File: src/rtl/morse_pkg.sv
// Shared types and default constants for the Morse key front-end.
package morse_pkg;

  typedef enum logic [2:0] {IDLE, PRESS, GAP, LGAP, WGAP} seqState_t;

  localparam int unsigned UNIT_W = 8;

  localparam int unsigned DEF_TICK_DIV     = 1000;
  localparam int unsigned DEF_DEBOUNCE     = 16;
  localparam int unsigned DEF_DASH_UNITS   = 2;
  localparam int unsigned DEF_LETTER_UNITS = 3;
  localparam int unsigned DEF_WORD_UNITS   = 7;
  localparam int unsigned DEF_ENTER_UNITS  = 15;

  // Each symbol occupies two bits of the 10-bit encoded character.
  localparam int unsigned SYM_W       = 2;
  localparam int unsigned SEQ_W       = 10;
  localparam int unsigned DEF_MAX_SYM = SEQ_W / SYM_W;

endpackage

File: src/rtl/key_debouncer.sv
// Two-flop synchroniser plus stability counter; emits the debounced level
// and single-cycle pulses aligned with each level change.
module key_debouncer #(
  parameter int unsigned DEBOUNCE = 16
) (
  input  logic clk,
  input  logic rst,
  input  logic keyRaw,
  output logic keyLevel,
  output logic keyRise,
  output logic keyFall
);

  localparam int unsigned CNT_W = $clog2(DEBOUNCE + 1);

  logic             sync1, sync2;
  logic [CNT_W-1:0] stableCnt;

  always_ff @(posedge clk or posedge rst) begin
    if (rst) begin
      sync1     <= 1'b0;
      sync2     <= 1'b0;
      stableCnt <= '0;
      keyLevel  <= 1'b0;
      keyRise   <= 1'b0;
      keyFall   <= 1'b0;
    end else begin
      sync1   <= keyRaw;
      sync2   <= sync1;
      keyRise <= 1'b0;
      keyFall <= 1'b0;
      if (sync2 == keyLevel) begin
        stableCnt <= '0;
      end else if (stableCnt == CNT_W'(DEBOUNCE - 1)) begin
        keyLevel  <= sync2;
        stableCnt <= '0;
        keyRise   <= sync2;
        keyFall   <= ~sync2;
      end else begin
        stableCnt <= stableCnt + CNT_W'(1);
      end
    end
  end

endmodule

File: src/rtl/morse_key_sequencer.sv
// Turns a raw telegraph key into Dot/Dash/Space/EndSeq/Enter/Clear strobes
// by timing debounced key-down and key-up intervals in Morse time units.
module morse_key_sequencer
  import morse_pkg::*;
#(
  parameter int unsigned TICK_DIV     = DEF_TICK_DIV,
  parameter int unsigned DEBOUNCE     = DEF_DEBOUNCE,
  parameter int unsigned DASH_UNITS   = DEF_DASH_UNITS,
  parameter int unsigned LETTER_UNITS = DEF_LETTER_UNITS,
  parameter int unsigned WORD_UNITS   = DEF_WORD_UNITS,
  parameter int unsigned ENTER_UNITS  = DEF_ENTER_UNITS,
  parameter int unsigned MAX_SYM      = DEF_MAX_SYM
) (
  input  logic       Clk,
  input  logic       Reset,
  input  logic       Key,
  input  logic       ClearReq,
  output logic       Dot,
  output logic       Dash,
  output logic       Space,
  output logic       EndSeq,
  output logic       Enter,
  output logic       Clear,
  output logic [2:0] SymCnt,
  output logic       SymOverflow,
  output logic       KeyDown
);

  localparam int unsigned DIV_W = $clog2(TICK_DIV);

  logic              keyRise, keyFall;
  logic              clearQ, clearEdge;
  logic [DIV_W-1:0]  divCnt;
  logic [UNIT_W-1:0] units;
  logic              divWrap, unitStep;
  logic              letterHit, wordHit, enterHit;
  seqState_t         state;

  key_debouncer #(.DEBOUNCE(DEBOUNCE)) uDebouncer (
    .clk     (Clk),
    .rst     (Reset),
    .keyRaw  (Key),
    .keyLevel(KeyDown),
    .keyRise (keyRise),
    .keyFall (keyFall)
  );

  assign clearEdge = ClearReq & ~clearQ;
  assign divWrap   = (divCnt == DIV_W'(TICK_DIV - 1));
  assign unitStep  = divWrap && (units != '1);

  // Thresholds fire only on the step into the threshold value, so each is one-shot.
  assign letterHit = unitStep && (units == UNIT_W'(LETTER_UNITS - 1));
  assign wordHit   = unitStep && (units == UNIT_W'(WORD_UNITS - 1));
  assign enterHit  = unitStep && (units == UNIT_W'(ENTER_UNITS - 1));

  always_ff @(posedge Clk or posedge Reset) begin
    if (Reset) begin
      divCnt <= '0;
      units  <= '0;
    end else if (keyRise || keyFall || clearEdge) begin
      divCnt <= '0;
      units  <= '0;
    end else begin
      divCnt <= divWrap ? '0 : divCnt + DIV_W'(1);
      if (unitStep) units <= units + UNIT_W'(1);
    end
  end

  always_ff @(posedge Clk or posedge Reset) begin
    if (Reset) begin
      state       <= IDLE;
      clearQ      <= 1'b0;
      Dot         <= 1'b0;
      Dash        <= 1'b0;
      Space       <= 1'b0;
      EndSeq      <= 1'b0;
      Enter       <= 1'b0;
      Clear       <= 1'b0;
      SymCnt      <= '0;
      SymOverflow <= 1'b0;
    end else begin
      clearQ <= ClearReq;
      Dot    <= 1'b0;
      Dash   <= 1'b0;
      Space  <= 1'b0;
      EndSeq <= 1'b0;
      Enter  <= 1'b0;
      Clear  <= 1'b0;
      if (clearEdge) begin
        Clear       <= 1'b1;
        state       <= IDLE;
        SymCnt      <= '0;
        SymOverflow <= 1'b0;
      end else begin
        unique case (state)
          IDLE: if (keyRise) state <= PRESS;
          PRESS: begin
            if (keyFall) begin
              if (SymCnt < 3'(MAX_SYM)) begin
                if (units < UNIT_W'(DASH_UNITS)) Dot <= 1'b1;
                else Dash <= 1'b1;
                SymCnt <= SymCnt + 3'd1;
              end else begin
                SymOverflow <= 1'b1;
              end
              state <= GAP;
            end
          end
          // In the gap states a same-cycle rise overrides the next-state but keeps the strobe.
          GAP: begin
            if (letterHit) begin
              Space       <= 1'b1;
              SymCnt      <= '0;
              SymOverflow <= 1'b0;
              state       <= LGAP;
            end
            if (keyRise) state <= PRESS;
          end
          LGAP: begin
            if (wordHit) begin
              EndSeq <= 1'b1;
              state  <= WGAP;
            end
            if (keyRise) state <= PRESS;
          end
          WGAP: begin
            if (enterHit) begin
              Enter <= 1'b1;
              state <= IDLE;
            end
            if (keyRise) state <= PRESS;
          end
          default: state <= IDLE;
        endcase
      end
    end
  end

endmodule

File: config.mk
export PLATFORM = sky130hd
export DESIGN_NAME = morse_key_sequencer
export DESIGN_NICKNAME = d
export VERILOG_FILES = /design/src/rtl/morse_pkg.sv /design/src/rtl/key_debouncer.sv /design/src/rtl/morse_key_sequencer.sv
export SDC_FILE = /design/constraint.sdc
export NUM_CORES = 1
export LEC_CHECK = 0
export ABC_CLOCK_PERIOD_IN_PS = 2400
export CAP_MARGIN = 15
export CORE_UTILIZATION = 58
export DETAILED_ROUTE_END_ITERATION = 7
export PLACE_DENSITY = 0.79
export REMOVE_ABC_BUFFERS = 1
export SLEW_MARGIN = 20
export SYNTH_ARGS = -nofsm -noshare
export SYNTH_HDL_FRONTEND = slang
export SYNTH_HIERARCHICAL = 1
export SYNTH_SLANG_ARGS = --single-unit
File: constraint.sdc
create_clock -name Clk -period 2.4 [get_ports Clk]
set_input_delay 0.36 -clock Clk [delete_from_list [all_inputs] [get_ports Clk]]
set_output_delay 0.36 -clock Clk [all_outputs]
set_load 0.01 [all_outputs]
Word level (Yosys, flattened, before mapping)
Index checks and enable logic that the tools add are counted.

Flip-flop bits (word level): 42. Input port bits: 4. Output and inout port bits: 11. Logic and storage cells: 110.

Add/subtract/negate cells: 4. Magnitude comparators: 2. Eq/ne operators: 19. Mux-type cells: 50. Bitwise logic cells: 4. Reduce and logical (&&, ||, !) cells: 13.

Operator list (count): $mux 3 (13); $mux 1 (28); $mux 10 (2); $mux 8 (2); $pmux 3 s5 (1); $ne 4x3->1 const B (3); $add 10x1->10 const B (1); $eq 10x10->1 const B (1); $mux 5 (2); $ne 3x3->1 const B (3); $add 8x1->8 const B (1); $eq 8x2->1 const B (1); $eq 8x3->1 const B (1); $eq 8x4->1 const B (1); $lt 8x2->1 const B (1); $ne 8x8->1 const B (1); $reduce_and 4->1 (2); $eq 3x2->1 const B (2); $ne 3x2->1 const B (2); $pmux 3 s2 (1); $add 5x1->5 const B (1); $eq 5x4->1 const B (1); $reduce_and 5->1 (1); $logic_and 1x1->1 (4); 13 further kinds (16).

Longest topological paths before layout
Depth after elaboration: 7. Gate-level depth with buffers: 6. Depth with buffers taken out: 6.

By module
Netlist, hierarchy kept.

Modules (own cells, without submodules): morse_key_sequencer (instances 1, cells each 188, area an instance 1759.2 um^2, sequential area each 800.8 um^2); key_debouncer (instances 1, cells each 27, area an instance 386.6 um^2, sequential area each 250.2 um^2).

Worst setup path before layout
OpenSTA, ideal clock, no wires.

Path kind: register -> register. From: register units[4]. To: register state[0]. Library setup time: 0.133 ns. Data arrival time: 1.896 ns. Required time: 2.267 ns. Setup slack: 0.371 ns. Stages on the path, launching flop included: 5. Path buffers: 0. Clock period less this slack: 2.029 ns. Path through: dfrtp_1 or4_4 or4_1 a2111oi_1 o22ai_1.

Longest elaborated chain between the ends: 5. Elaborated cells between the ends (all ways): 12. Classes of those cells: eq/ne: 7; reduce/logical: 5.

RTL lines: from (decl) (line morse_key_sequencer.sv:34) `logic [UNIT_W-1:0] units;`; from (signal assigned) (line morse_key_sequencer.sv:66) `if (unitStep) units <= units + UNIT_W'(1);`; $ne 8x8->1 (line morse_key_sequencer.sv:50) `assign unitStep = divWrap && (units != '1);`; $logic_and 1x1->1 (line morse_key_sequencer.sv:50); $logic_and 1x1->1, on equally long branches (line morse_key_sequencer.sv:55, morse_key_sequencer.sv:53, morse_key_sequencer.sv:54); $ne 4x3->1 (no source line); $reduce_and 5->1 (no source line) (*); to (signal assigned) (line morse_key_sequencer.sv:72) `state <= IDLE;`; to (signal assigned) (line morse_key_sequencer.sv:92) `state <= IDLE;`; to (signal assigned) (line morse_key_sequencer.sv:97) `IDLE: if (keyRise) state <= PRESS;`; to (decl) (line morse_key_sequencer.sv:37) `seqState_t state;`.

Every way passes the cells marked *; elsewhere a longest branch is shown, timed or not. A chain may end at the register's enable or synchronous reset.

Worst setup path in the final report
From: register divCnt[0]. To: register units[5].

Longest elaborated chain between the ends: 3.

RTL lines: from (decl) (line morse_key_sequencer.sv:33) `logic [DIV_W-1:0] divCnt;`; from (signal assigned) (line morse_key_sequencer.sv:65) `divCnt <= divWrap ? '0 : divCnt + DIV_W'(1);`; $eq 10x10->1 (line morse_key_sequencer.sv:49) `assign divWrap = (divCnt == DIV_W'(TICK_DIV - 1));`; $logic_and 1x1->1 (line morse_key_sequencer.sv:50); $reduce_bool 2->1 (no source line).

No other way between the ends.

==> impl_results.md <==
- Synth Register Bits: 42
- Mux contribution to synthesized area: 1.69%
- CTS root buffer: clkbuf_8
- Rel. slew slack: between 40% and 50%
- DR iter-0 viols: 95
- Antenna viol nets, final: 0
- Placer Congestion: a little under 0.9
- CP endpoint kind: register
- Initial antenna violation count: 0
- Vias/cell: roughly 6
- Final Hold Viols: 0
- Clock sinks: 42
- Largest net degree at the start of global routing: 33
- Post-synth top area share: 49.0%
- Number of diodes: 0
- CP startpoint: divCnt[0]
- Starting Density: 62.3%
- WP data required: ~2600 ps
- Length of the first detailed-routing pass in iterations: 5
- Post-CTS Repair Setup Buffers: 0
- Avg WL per Cell: 15.2 µm
- Max clock buf depth: 2
- Die height: ~63 µm
- Unique masters post-synth: 48
- Top cells by count, synth: dfrtp_1 (42), nor2_1 (19), nand2_1 (13), nand3_1 (13), nor3_1 (11)
- Placed cell count: between 200 and 300
- Async SR Flop Fraction: 100%
- Worst-path clk slew: around 80 ps
- Number of global-route vias before repair: 1,650
- Crit Path Class: register to register
- Tightest Hold Check Type: input pin to asynchronous set/reset pin
- Sequential fraction of design power: 50.5%
- Fin nets: between 200 and 250
- DRC: 0
- Row Count: 21
- Total track usage: between 20 and 25%
- Max_cap viols: 0
- Seq/Total Area, Yosys: about 50%
- Leakage: approximately 0.0011 µW
- Simple-gate area share of the yosys netlist: between 20 and 30%
- Post-CTS Resized: 0
- EDFF count, synth: 0
- Ys flop type: dfrtp_1
- Post-Synth XOR/XNOR Area: under 10%
- WP data arrival: 2410 ps
- Worst skew pair latency: about 300 ps
- Worst R2R End: units[5]
- VDD IR max: about 630 µV
- Die area: roughly 4000 µm²
- Final setup viols: 0
- Pwr/cell area: 697 nW/µm²
- Overflow after GRT: 0
- Worst reg-to-reg setup slack: between 200 and 250 ps
- Sw Ratio: 27.3%
- Worst Max-Slew Pin Slew: about 770 ps
- RSZ-0062 raised after global routing: false
- Outcome: complete, no violations
- Core Region: roughly 3400 µm²
- Die width: around 63 µm
- R2R Path Start: divCnt[0]
- Post-synth top area cell: dfrtp_1
- Internal power: between 1000 and 1500 µW
- Pins over their slew limit: 0
- Main combinational cell family by area after synthesis: simple AND/OR/NAND/NOR gates
- Complex-gate fraction of the synthesized area: roughly 11%
- Area Growth Syn to Fin: 14.8%
- Fmax achieved: about 0.46 GHz
- Top cells by area, synth: dfrtp_1 (49%), nor2_1 (3.3%), nand3_1 (3.0%)
- Mapped Area: 2150 µm²
- Fin Setup TNS: 0 ps
- Clk_skew: between 5 and 6 ps
- Period utilisation layout: between 90 and 100%
- Synth Area in Adders: about 2.9%
- # IOs: 15
- Layout cells sized above 1: 8.55%
- Net switching power: 469 µW
- Min Tclk post-route: approximately 2200 ps
- Most common cell in the netlist: dfrtp_1
- Critical path endpoint: units[5]
- Comb pwr share: about 17%
- Vias: 1,688
- Worst Path Max Fanout: 6
- Startpoint type of the worst setup path: register
- Clock group share of total power: 32.1%
- TritonCTS buffer count: 5
- First-pass GRT wire length: roughly 7500 µm
- IO Port Bufs: 14
- Routed wire length: roughly 4300 µm
- Synth Warn #: 6
- Detail Placement HPWL: 3110 µm
- TritonCTS clock tree: yes
- Syn Inst Count: about 220
- Final hold slack: roughly 340 ps
- Fin cells: 280
- Cts hold-fix bufs: 0
- Mean post-synth cell area: 9.98 µm²
- Worst Reg2Reg Path Length in Cells: 5
- H-tree levels: 2
==> worst min-delay path by stage <==
stage,from,end,slack [ps],cells after the start
5_1_grt,uDebouncer/sync1,uDebouncer/sync2,380,0
3_5_place_dp,uDebouncer/sync1,uDebouncer/sync2,350,0
4_1_cts,Reset,uDebouncer/sync2,350,2
3_3_place_gp,uDebouncer/sync1,uDebouncer/sync2,340,0
2_1_floorplan,Reset,uDebouncer/keyFall,200,1
6_report,Reset,uDebouncer/sync2,340,2
==> per-layer routing <==
| metal | vias up | wire [µm] | GRT usage (%) |
|---|---|---|---|
| met5 | - | 0 | 0 |
| li1 | 816 | - | - |
| met2 | 47 | 2050 | 38.6 |
| met4 | 0 | 102 | 10.2 |
| met1 | 812 | 1880 | 31.4 |
| met3 | 13 | 231 | 6.57 |
==> cell usage in the layout (no fill, tap or decap), types with 2 or more instances in the layout <==
cell type / Yosys / final
dfrtp_1: 42 / 42
nor2_1: 19 / 19
clkdlybuf4s50_1: 0 / 14
nand2_1: 13 / 13
nand3_1: 13 / 13
nor3_1: 11 / 11
or3_1: 9 / 9
a21oi_1: 9 / 9
inv_1: 7 / 7
nor4_1: 7 / 7
xnor2_1: 7 / 7
buf_4: 0 / 6
o21ai_0: 5 / 5
xor2_1: 5 / 5
or4_1: 5 / 5
ha_1: 5 / 5
clkbuf_8: 0 / 5
nor3b_1: 4 / 4
nand2b_1: 4 / 4
a211oi_1: 3 / 3
a31oi_1: 3 / 3
o31ai_1: 3 / 3
and3_1: 3 / 3
nor2b_1: 2 / 2
o211ai_1: 2 / 2
a21o_1: 2 / 2
==> final cells by class <==
class                   instances  area, µm²
multi-input cells             157       1030
well taps                      46       57.6
flip-flops and latches         42       1050
clock buffers                   6       72.6
repair buffers                 20        185
inverters                       7       26.3
clock inverters                 2       37.5
fillers                       266        978
==> logic make-up after synthesis <==
family	after synthesis
XOR/XNOR	12
flip-flops	42
buffers and inverters	16
multiplexers	3
AO/OA/AOI/OAI	36
adder cells (fa/ha/maj)	5
AND/OR/NAND/NOR	101
==> per-stage QoR <==
| step | area (µm²) | setup slack, ps | util [%] | power, µW |
|---|---|---|---|---|
| after detailed placement | 2350 | 242 | 68.4 | 1180 |
| after global routing | 2460 | 79.6 | 71.6 | 1810 |
| after global placement | 2350 | 322 | 68.4 | 1170 |
| final | 2460 | 219 | 71.6 | 1720 |
| after floorplan | 2110 | 371 | - | 1060 |
| after CTS | 2460 | 239 | 71.6 | 1730 |
==> worst max-delay path, cell delays in order (launching register included) <==
cell	delay, ps
dfrtp_1	380
ha_1	220
nand2_1	160
or4_1	660
or4_1	530
a21oi_1	150
==> power by group through the flow <==
stage          Sequential (µW)  Clock (µW)  Combinational (µW)
2_1_floorplan              873           0                 185
3_3_place_gp               871           0                 295
3_5_place_dp               879           0                 302
4_1_cts                    865         564                 304
5_1_grt                    878         593                 335
6_report                   867         552                 300
==> sequential cells by signal (all words and copies together), names as in the netlist <==
name	count
Clear	1
Dash	1
Dot	1
EndSeq	1
Enter	1
Space	1
SymCnt	3
SymOverflow	1
clearQ	1
divCnt	10
state	3
uDebouncer/keyFall	1
uDebouncer/keyLevel	1
uDebouncer/keyRise	1
uDebouncer/stableCnt	5
uDebouncer/sync1	1
uDebouncer/sync2	1
units	8
No activity file was read; power rests on OpenSTA's default activity.
